**config.mk**
```make
export PLATFORM = sky130hd
export DESIGN_NAME = mul_arb_flat
export DESIGN_NICKNAME = d
export VERILOG_FILES = /design/src/rtl/mul_arb_if.sv /design/src/rtl/mul_arb.sv /design/src/flat_wrapper.sv
export SDC_FILE = /design/constraint.sdc
export NUM_CORES = 1
export LEC_CHECK = 0
export CAP_MARGIN = 20
export CELL_PAD_IN_SITES_DETAIL_PLACEMENT = 0
export CELL_PAD_IN_SITES_GLOBAL_PLACEMENT = 1
export CORE_AREA = 3 3 215 217
export CTS_BUF_LIST = sky130_fd_sc_hd__clkbuf_4 sky130_fd_sc_hd__clkbuf_8 sky130_fd_sc_hd__clkbuf_16
export DETAILED_ROUTE_END_ITERATION = 8
export DIE_AREA = 0 0 218 220
export DONT_BUFFER_PORTS = 1
export PLACE_DENSITY = 0.42
export REMOVE_ABC_BUFFERS = 1
export SETUP_SLACK_MARGIN = 0.3
export SLEW_MARGIN = 20
export SYNTH_ARGS = -nofsm -noshare
export SYNTH_HDL_FRONTEND = slang
export SYNTH_SLANG_ARGS = --single-unit
```
**constraint.sdc**
```tcl
create_clock -name clk -period 1.15 [get_ports clk]
set_input_delay 0.23 -clock clk [delete_from_list [all_inputs] [get_ports clk]]
set_output_delay 0.23 -clock clk [all_outputs]
set_load 0.05 [all_outputs]
```
**src/rtl/mul_arb_if.sv**
```systemverilog
// Purpose : request / issue / response bundle around the shared multiplier arbiter.
// Latency : wires only; timing is owned by the arbiter (slave side).
// Backpr. : reqN_ready is the only throttle; multiplier results cannot be stalled.
interface mul_arb_if #(
  parameter int XLEN                = 64,
  parameter int REG_FILE_ADDR_WIDTH = 4
);

  // Pipeline freeze from the core; blocks new grants only.
  logic                           freeze;

  // Requester 0.
  logic                           req0_valid;
  logic                           req0_ready;
  logic [XLEN-1:0]                req0_a;
  logic [XLEN-1:0]                req0_b;
  logic                           req0_rs1_sign;
  logic                           req0_rs2_sign;
  logic                           req0_low;
  logic [REG_FILE_ADDR_WIDTH-1:0] req0_rd_addr;

  // Requester 1.
  logic                           req1_valid;
  logic                           req1_ready;
  logic [XLEN-1:0]                req1_a;
  logic [XLEN-1:0]                req1_b;
  logic                           req1_rs1_sign;
  logic                           req1_rs2_sign;
  logic                           req1_low;
  logic [REG_FILE_ADDR_WIDTH-1:0] req1_rd_addr;

  // Registered issue towards the multiplier.
  logic                           mul_valid;
  logic [XLEN-1:0]                mul_a;
  logic [XLEN-1:0]                mul_b;
  logic                           mul_rs1_sign;
  logic                           mul_rs2_sign;
  logic                           mul_low;
  logic [REG_FILE_ADDR_WIDTH-1:0] mul_rd_addr;

  // Result coming back from the multiplier.
  logic                           mul_res_valid;
  logic [XLEN-1:0]                mul_res;
  logic [REG_FILE_ADDR_WIDTH-1:0] mul_res_rd_addr;

  // Response steered to the owning requester.
  logic                           rsp0_valid;
  logic                           rsp1_valid;
  logic [XLEN-1:0]                rsp_data;
  logic [REG_FILE_ADDR_WIDTH-1:0] rsp_rd_addr;

  // Status.
  logic                           busy;
  logic                           err;

  // Arbiter side.
  modport slave (
    input  freeze,
    input  req0_valid, req0_a, req0_b, req0_rs1_sign, req0_rs2_sign, req0_low, req0_rd_addr,
    output req0_ready,
    input  req1_valid, req1_a, req1_b, req1_rs1_sign, req1_rs2_sign, req1_low, req1_rd_addr,
    output req1_ready,
    output mul_valid, mul_a, mul_b, mul_rs1_sign, mul_rs2_sign, mul_low, mul_rd_addr,
    input  mul_res_valid, mul_res, mul_res_rd_addr,
    output rsp0_valid, rsp1_valid, rsp_data, rsp_rd_addr,
    output busy, err
  );

  // Requesters plus multiplier side.
  modport master (
    output freeze,
    output req0_valid, req0_a, req0_b, req0_rs1_sign, req0_rs2_sign, req0_low, req0_rd_addr,
    input  req0_ready,
    output req1_valid, req1_a, req1_b, req1_rs1_sign, req1_rs2_sign, req1_low, req1_rd_addr,
    input  req1_ready,
    input  mul_valid, mul_a, mul_b, mul_rs1_sign, mul_rs2_sign, mul_low, mul_rd_addr,
    output mul_res_valid, mul_res, mul_res_rd_addr,
    input  rsp0_valid, rsp1_valid, rsp_data, rsp_rd_addr,
    input  busy, err
  );

endinterface

```
**src/rtl/mul_arb.sv**
```systemverilog
// Purpose : arbitrates two multiply requesters onto one pipelined multiplier and routes results back.
// Latency : issue registered 1 cycle after transfer; response MUL_LAT+1 cycles after transfer.
// Backpr. : combinational grant on reqN_ready; freeze or a losing tie holds a requester off.
// Config  : define MUL_ARB_RR_EN for round-robin tie-break; default build is fixed priority (req 0 wins).
module mul_arb #(
  parameter int XLEN                = 64,
  parameter int REG_FILE_ADDR_WIDTH = 4,
  parameter int MUL_LAT             = 3    // must be >= 1
) (
  input  logic     clk,
  input  logic     rstn,
  mul_arb_if.slave bus
);

  // One tracker stage per cycle between transfer and result; head lines up with mul_res_valid.
  localparam int DEPTH = MUL_LAT + 1;

  logic                           gnt0;
  logic                           gnt1;
  logic                           fire;

  logic                           iss_valid;
  logic [XLEN-1:0]                iss_a;
  logic [XLEN-1:0]                iss_b;
  logic                           iss_rs1_sign;
  logic                           iss_rs2_sign;
  logic                           iss_low;
  logic [REG_FILE_ADDR_WIDTH-1:0] iss_rd_addr;

  // Owner tracker: bit 0 is loaded with the issue, bit DEPTH-1 is the head.
  logic [DEPTH-1:0]               trk_vld;
  logic [DEPTH-1:0]               trk_id;
  logic                           head_vld;
  logic                           head_id;

  logic                           err_q;

`ifdef MUL_ARB_RR_EN
  // Last requester granted; reset to 1 so requester 0 takes the first tie.
  logic                           last_gnt;
`endif

  // Grant selection: nothing under freeze, lone requester wins, ties by pointer or fixed priority.
  always_comb begin
    gnt0 = 1'b0;
    gnt1 = 1'b0;
    if (!bus.freeze) begin
      if (bus.req0_valid && bus.req1_valid) begin
`ifdef MUL_ARB_RR_EN
        gnt0 = last_gnt;
        gnt1 = !last_gnt;
`else
        gnt0 = 1'b1;
`endif
      end else begin
        gnt0 = bus.req0_valid;
        gnt1 = bus.req1_valid;
      end
    end
  end

  // A grant is only ever given to a valid requester, so grant equals transfer.
  assign fire           = gnt0 | gnt1;
  assign bus.req0_ready = gnt0;
  assign bus.req1_ready = gnt1;

`ifdef MUL_ARB_RR_EN
  // Pointer moves only when a transfer actually completes.
  always_ff @(posedge clk or negedge rstn) begin
    if (!rstn) begin
      last_gnt <= 1'b1;
    end else if (fire) begin
      last_gnt <= gnt1;
    end
  end
`endif

  // Issue register: capture the winner's fields; payload holds when nothing is issued.
  always_ff @(posedge clk or negedge rstn) begin
    if (!rstn) begin
      iss_valid    <= 1'b0;
      iss_a        <= '0;
      iss_b        <= '0;
      iss_rs1_sign <= 1'b0;
      iss_rs2_sign <= 1'b0;
      iss_low      <= 1'b0;
      iss_rd_addr  <= '0;
    end else begin
      iss_valid <= fire;
      if (gnt0) begin
        iss_a        <= bus.req0_a;
        iss_b        <= bus.req0_b;
        iss_rs1_sign <= bus.req0_rs1_sign;
        iss_rs2_sign <= bus.req0_rs2_sign;
        iss_low      <= bus.req0_low;
        iss_rd_addr  <= bus.req0_rd_addr;
      end else if (gnt1) begin
        iss_a        <= bus.req1_a;
        iss_b        <= bus.req1_b;
        iss_rs1_sign <= bus.req1_rs1_sign;
        iss_rs2_sign <= bus.req1_rs2_sign;
        iss_low      <= bus.req1_low;
        iss_rd_addr  <= bus.req1_rd_addr;
      end
    end
  end

  assign bus.mul_valid    = iss_valid;
  assign bus.mul_a        = iss_a;
  assign bus.mul_b        = iss_b;
  assign bus.mul_rs1_sign = iss_rs1_sign;
  assign bus.mul_rs2_sign = iss_rs2_sign;
  assign bus.mul_low      = iss_low;
  assign bus.mul_rd_addr  = iss_rd_addr;

  // Owner tracker shifts every cycle regardless of freeze; the multiplier never stalls.
  always_ff @(posedge clk or negedge rstn) begin
    if (!rstn) begin
      trk_vld <= '0;
      trk_id  <= '0;
    end else begin
      trk_vld <= {trk_vld[DEPTH-2:0], fire};
      trk_id  <= {trk_id[DEPTH-2:0], gnt1};
    end
  end

  assign head_vld = trk_vld[DEPTH-1];
  assign head_id  = trk_id[DEPTH-1];

  // Result steering: only a result that matches a tracked issue is delivered.
  assign bus.rsp0_valid  = bus.mul_res_valid && head_vld && !head_id;
  assign bus.rsp1_valid  = bus.mul_res_valid && head_vld &&  head_id;
  assign bus.rsp_data    = bus.mul_res;
  assign bus.rsp_rd_addr = bus.mul_res_rd_addr;

  // Sticky error on any disagreement between the multiplier and the tracker head.
  always_ff @(posedge clk or negedge rstn) begin
    if (!rstn) begin
      err_q <= 1'b0;
    end else if (bus.mul_res_valid != head_vld) begin
      err_q <= 1'b1;
    end
  end

  assign bus.err  = err_q;
  assign bus.busy = iss_valid | (|trk_vld);

  // Grants are one-hot-or-zero and only to a requester that is asking.
  a_gnt_onehot : assert property (@(posedge clk) disable iff (!rstn) !(gnt0 && gnt1));
  a_gnt0_valid : assert property (@(posedge clk) disable iff (!rstn) !gnt0 || bus.req0_valid);
  a_gnt1_valid : assert property (@(posedge clk) disable iff (!rstn) !gnt1 || bus.req1_valid);

  // The first tracker stage is the issue register's shadow.
  a_trk_align  : assert property (@(posedge clk) disable iff (!rstn) trk_vld[0] == iss_valid);

endmodule

```
**src/flat_wrapper.sv**
```systemverilog
// flat-port wrapper written by rule: the top's interface ports become plain ports
module mul_arb_flat 
#(
  parameter int XLEN                = 64,
  parameter int REG_FILE_ADDR_WIDTH = 4,
  parameter int MUL_LAT             = 3                   
)
  (clk, rstn, bus_freeze, bus_req0_valid, bus_req0_a, bus_req0_b, bus_req0_rs1_sign, bus_req0_rs2_sign, bus_req0_low, bus_req0_rd_addr, bus_req0_ready, bus_req1_valid, bus_req1_a, bus_req1_b, bus_req1_rs1_sign, bus_req1_rs2_sign, bus_req1_low, bus_req1_rd_addr, bus_req1_ready, bus_mul_valid, bus_mul_a, bus_mul_b, bus_mul_rs1_sign, bus_mul_rs2_sign, bus_mul_low, bus_mul_rd_addr, bus_mul_res_valid, bus_mul_res, bus_mul_res_rd_addr, bus_rsp0_valid, bus_rsp1_valid, bus_rsp_data, bus_rsp_rd_addr, bus_busy, bus_err);
  mul_arb_if #(.XLEN(XLEN), .REG_FILE_ADDR_WIDTH(REG_FILE_ADDR_WIDTH)) bus_i ();
  input  logic clk;
  input  logic rstn;
  input wire logic [$bits(bus_i.freeze)-1:0] bus_freeze;
  input wire logic [$bits(bus_i.req0_valid)-1:0] bus_req0_valid;
  input wire logic [$bits(bus_i.req0_a)-1:0] bus_req0_a;
  input wire logic [$bits(bus_i.req0_b)-1:0] bus_req0_b;
  input wire logic [$bits(bus_i.req0_rs1_sign)-1:0] bus_req0_rs1_sign;
  input wire logic [$bits(bus_i.req0_rs2_sign)-1:0] bus_req0_rs2_sign;
  input wire logic [$bits(bus_i.req0_low)-1:0] bus_req0_low;
  input wire logic [$bits(bus_i.req0_rd_addr)-1:0] bus_req0_rd_addr;
  output wire logic [$bits(bus_i.req0_ready)-1:0] bus_req0_ready;
  input wire logic [$bits(bus_i.req1_valid)-1:0] bus_req1_valid;
  input wire logic [$bits(bus_i.req1_a)-1:0] bus_req1_a;
  input wire logic [$bits(bus_i.req1_b)-1:0] bus_req1_b;
  input wire logic [$bits(bus_i.req1_rs1_sign)-1:0] bus_req1_rs1_sign;
  input wire logic [$bits(bus_i.req1_rs2_sign)-1:0] bus_req1_rs2_sign;
  input wire logic [$bits(bus_i.req1_low)-1:0] bus_req1_low;
  input wire logic [$bits(bus_i.req1_rd_addr)-1:0] bus_req1_rd_addr;
  output wire logic [$bits(bus_i.req1_ready)-1:0] bus_req1_ready;
  output wire logic [$bits(bus_i.mul_valid)-1:0] bus_mul_valid;
  output wire logic [$bits(bus_i.mul_a)-1:0] bus_mul_a;
  output wire logic [$bits(bus_i.mul_b)-1:0] bus_mul_b;
  output wire logic [$bits(bus_i.mul_rs1_sign)-1:0] bus_mul_rs1_sign;
  output wire logic [$bits(bus_i.mul_rs2_sign)-1:0] bus_mul_rs2_sign;
  output wire logic [$bits(bus_i.mul_low)-1:0] bus_mul_low;
  output wire logic [$bits(bus_i.mul_rd_addr)-1:0] bus_mul_rd_addr;
  input wire logic [$bits(bus_i.mul_res_valid)-1:0] bus_mul_res_valid;
  input wire logic [$bits(bus_i.mul_res)-1:0] bus_mul_res;
  input wire logic [$bits(bus_i.mul_res_rd_addr)-1:0] bus_mul_res_rd_addr;
  output wire logic [$bits(bus_i.rsp0_valid)-1:0] bus_rsp0_valid;
  output wire logic [$bits(bus_i.rsp1_valid)-1:0] bus_rsp1_valid;
  output wire logic [$bits(bus_i.rsp_data)-1:0] bus_rsp_data;
  output wire logic [$bits(bus_i.rsp_rd_addr)-1:0] bus_rsp_rd_addr;
  output wire logic [$bits(bus_i.busy)-1:0] bus_busy;
  output wire logic [$bits(bus_i.err)-1:0] bus_err;
  assign bus_i.freeze = bus_freeze;
  assign bus_i.req0_valid = bus_req0_valid;
  assign bus_i.req0_a = bus_req0_a;
  assign bus_i.req0_b = bus_req0_b;
  assign bus_i.req0_rs1_sign = bus_req0_rs1_sign;
  assign bus_i.req0_rs2_sign = bus_req0_rs2_sign;
  assign bus_i.req0_low = bus_req0_low;
  assign bus_i.req0_rd_addr = bus_req0_rd_addr;
  assign bus_req0_ready = bus_i.req0_ready;
  assign bus_i.req1_valid = bus_req1_valid;
  assign bus_i.req1_a = bus_req1_a;
  assign bus_i.req1_b = bus_req1_b;
  assign bus_i.req1_rs1_sign = bus_req1_rs1_sign;
  assign bus_i.req1_rs2_sign = bus_req1_rs2_sign;
  assign bus_i.req1_low = bus_req1_low;
  assign bus_i.req1_rd_addr = bus_req1_rd_addr;
  assign bus_req1_ready = bus_i.req1_ready;
  assign bus_mul_valid = bus_i.mul_valid;
  assign bus_mul_a = bus_i.mul_a;
  assign bus_mul_b = bus_i.mul_b;
  assign bus_mul_rs1_sign = bus_i.mul_rs1_sign;
  assign bus_mul_rs2_sign = bus_i.mul_rs2_sign;
  assign bus_mul_low = bus_i.mul_low;
  assign bus_mul_rd_addr = bus_i.mul_rd_addr;
  assign bus_i.mul_res_valid = bus_mul_res_valid;
  assign bus_i.mul_res = bus_mul_res;
  assign bus_i.mul_res_rd_addr = bus_mul_res_rd_addr;
  assign bus_rsp0_valid = bus_i.rsp0_valid;
  assign bus_rsp1_valid = bus_i.rsp1_valid;
  assign bus_rsp_data = bus_i.rsp_data;
  assign bus_rsp_rd_addr = bus_i.rsp_rd_addr;
  assign bus_busy = bus_i.busy;
  assign bus_err = bus_i.err;
  mul_arb #(.XLEN(XLEN), .REG_FILE_ADDR_WIDTH(REG_FILE_ADDR_WIDTH), .MUL_LAT(MUL_LAT)) u_core (.clk(clk), .rstn(rstn), .bus(bus_i));
endmodule
```
Yosys cells after proc, flatten, opt, wreduce, memory -nomap -nowiden
Index checks and enable logic that the tools add are counted.
Word-level totals
  register bits: 145
  latch bits: 0
  RAM bits: 0
  ROM bits: 0
  output and inout bits: 210
  memories: 0
Operators by class
  $add $sub $neg: 0
  $mul: 0
  div/mod/pow operators: 0
  order comparisons: 0
  equality and inequality tests: 1
  shift-type cells: 0
  multiplexer cells: 16
  bitwise operators: 2
  reductions and logical operators: 7
Operator list (count)
  64-bit 2-to-1 mux: 4
  1-bit 2-to-1 mux: 10
  4-bit 2-to-1 mux: 2
  1-bit logical AND: 4
  4-bit OR reduction: 1
  1-bit bitwise OR: 2
  2-bit nonzero test: 1
  1-bit zero test: 1
  1-bit inequality test: 1

Depth between registers and ports, before layout
  depth in word-level cells: 5
  gate-level depth with buffers: 6
  gate-level depth less buffers: 3

Least setup slack after synthesis
No wires, ideal clock.
  path kind: flip-flop to output port
  from: reg u_core.trk_vld[0]
  to: out bus_busy
  arrival: 1.369 ns
  data required time: 0.920 ns
  setup slack: -0.449 ns
  cell stages (with the launch flop): 2
  buffers on the path: 0
  path through: dfrtp_1 -> or4_1
On the way
  word-level cells in the longest chain between the ends: 2
Ends and longest elaborated chain
  from (decl): line mul_arb.sv:31  | logic [DEPTH-1:0] trk_vld;
  from (signal assigned): line mul_arb.sv:122  | trk_vld <= {trk_vld[DEPTH-2:0], fire};
  4-bit OR reduction: line mul_arb.sv:146  | assign bus.busy = iss_valid | (|trk_vld);
  1-bit bitwise OR: line mul_arb.sv:146
  to (decl): line flat_wrapper.sv:43  | output wire logic [$bits(bus_i.busy)-1:0] bus_busy;
No other way between the ends.

Worst setup path in the final report
  from: reg u_core.trk_vld[1]
  to: out bus_busy
Same word-level chain as after synthesis.

==> impl_metrics.toml <==
[run_status]
run_status = "complete, but fails checks"
violations = "negative hold slack, negative setup slack"

[critical_path]
reg2reg_depth = 3
cp-end-kind = "primary output"
critPathArrivalTime_ns = 1.55
critPathLaunchType = "register"
path_max_fanout = 2
critPathKind = "reg -> out"
critPathRequiredTime_ns = 0.92

[logic_synthesis]
netlist.area_leader.share_pct = 50.4
syn_inst = 703
syn_area_per_cell_um2 = 10.2
yosysUniqueCellTypes = 19
ys_seq_elements = 144
syn-cell-area_um2 = 7140
ys_top_cells_by_area = "dfrtp_1, o32ai_1, o22ai_1"
synth_warnings = 0
synth_top_cell_by_area = "dfrtp_1"
seq_area_frac_synth_pct = 50.4

[finish]
fin_area_um2 = 15900
nFillCells = 4180
area_delta_synth_final_pct = 122
seqCellArea_um2 = 3610
drive_gt1_share_pct = 49.0
multi_input_area_um2 = 4040
final_cell_mix = "buf_6, dlygate4sd3_1, dfrtp_1"
nNetsFinal = 1554
antenna_cells = 0

[cts]
cts_buffer_depth = 2
cts_tree = "built"
cts-buffers-inserted = 17
cts_root_buf = "clkbuf_16"
cts_sinks = 144
ctsHoldBuffers = 270
clock_latency_ns = 0.47
path_clk_slew_ns = 0.06
cts_max_level = 4

[timing]
setup_viol = 140
period_share_pct = 155
fin_ws_ns = -0.629
rsz0062_at_grt = "true"
fin_skew_ns = 0.00524
finalHoldViolations = 154
maxSlewHeadroom_pct = 57.6
tightest_slew_ns = 0.637
min_period_ns = 1.78
fmax_mhz = 562
whs_ns = -0.551
finalMaxSlewViolations = 0

[placement]
dp_slack_ns = -0.161
place_area_um2 = 8650
place_congestion = 0.716
port_buffers = 0
dp_hpwl_um = 24500

[drt]
drt-vias-per-instance = 4.74
dr.first_iter.drc_count = 514
routed_wl_um = 42500
drt.antenna.violating_nets = 0
dr.pass1.iters = 4
route.vias.total = 8600
drc = 0
drt-wirelength-per-cell_um = 23.4

[die]
row_count = 77
initial_core_util_pct = 16.1
die-area_um2 = 48000
core_area_um2 = 44300
die_x_um = 218
ios = 554
die_h_um = 220

[global_route]
grt_pass1_vias = 8781
grt_pass1_wl_um = 55400
antenna_found_initial = 0
overflow = 0
grt_use_total_pct = 15.5
grt_max_degree = 145

[power]
ir_worst_vdd_mv = 1.14
power_density_nw_per_um2 = 1430
leakagePower_nw = 6.24
p_total_mw = 22.7

[run]
max_cap_violations = 0

[worst_hold_path]
worstHoldPathType = "in -> async"
routing by layer:
metal	GRT usage [%]	vias to the layer above	share of wire, %
li1	-	3698	-
met1	16.9	4321	37
met2	23.5	492	46
met3	10.3	79	13
met4	5.68	10	2.7
met5	6.77	-	1.0
logic make-up (layout without fill, tap and decap cells):
logic type	after synthesis	after routing	share of synthesized area (%)
buffers and inverters	144	663	13.0
AND/OR/NAND/NOR	144	144	7.97
adder cells (fa/ha/maj)	1	1	0.175
flip-flops	144	144	50.4
AO/OA/AOI/OAI	270	270	28.4
timing repair:
item | CTS | global route
gates resized for setup | 194 | 303
cloned | 1 | 2
setup endpoints to repair | 143 | 267
pin swaps | 7 | 93
setup buffers | 126 | 46
endpoints found under the hold margin | 280 | 182
power by group:
part | internal, mW | switching, mW
Clock | 4.03 | 2.47
Combinational | 4.73 | 4.99
Sequential | 5.79 | 0.716
Total | 14.5 | 8.18
synthesized netlist by cell type:
cell type	n
o32ai_1	135
dfrtp_1	144
inv_1	1
nand2b_1	1
and2_1	2
nor2b_1	1
inv_2	1
nand2b_4	1
nor2_1	136
buf_1	1
buf_6	8
ha_1	1
or4_1	1
or2_1	1
buf_4	76
buf_2	36
or2_2	1
o22ai_1	135
clkbuf_1	21
metrics by stage:
stage	setup TNS (ns)	cells	utilization (%)
2_1_floorplan	-279.51	561	-
3_3_place_gp	-1.11	1337	19.5
3_5_place_dp	-2.26	1337	19.5
4_1_cts	-25.53	1766	31.2
5_1_grt	-24.92	1814	35.8
6_report	-18.39	1814	35.8
critical path: stages, from the launching register on:
cell     delay [ns]
dfrtp_1        0.38
or4_4          0.53
buf_6          0.17
worst paths after layout:
check | endpoint | start | slack (ns)
worst max-delay path | bus_busy | u_core.trk_vld[1] | -0.63
worst min-delay path | u_core.trk_vld[0] | rstn | -0.55
worst max register to register | u_core.bus.err | u_core.trk_vld[3] | 0.09
worst min register to register | u_core.trk_id[2] | u_core.trk_id[1] | 0.35
max in group asynchronous | u_core.bus.mul_rd_addr[2] | rstn | 1.47
min in group clk | u_core.bus.mul_a[49] | bus_req0_valid | -0.05
cell type report:
class                           instances  area share [%]
Multi-Input combinational cell        415            25.5
Tap cell                              592            4.67
Timing Repair Buffer                  629            42.8
Clock inverter                         12            1.29
Inverter                                2          0.0946
Clock buffer                           20            2.94
Sequential cell                       144            22.7
flip-flops by register name, summed over array words and instances (netlist names):
name                     flops
u_core.trk_id                4
u_core.bus.mul_a            64
u_core.bus.mul_rd_addr       4
u_core.bus.mul_b            64
u_core.trk_vld               4
u_core.bus.err               1
u_core.bus.mul_rs1_sign      1
u_core.bus.mul_low           1
u_core.bus.mul_rs2_sign      1
Power figures use the tool's default switching activity.
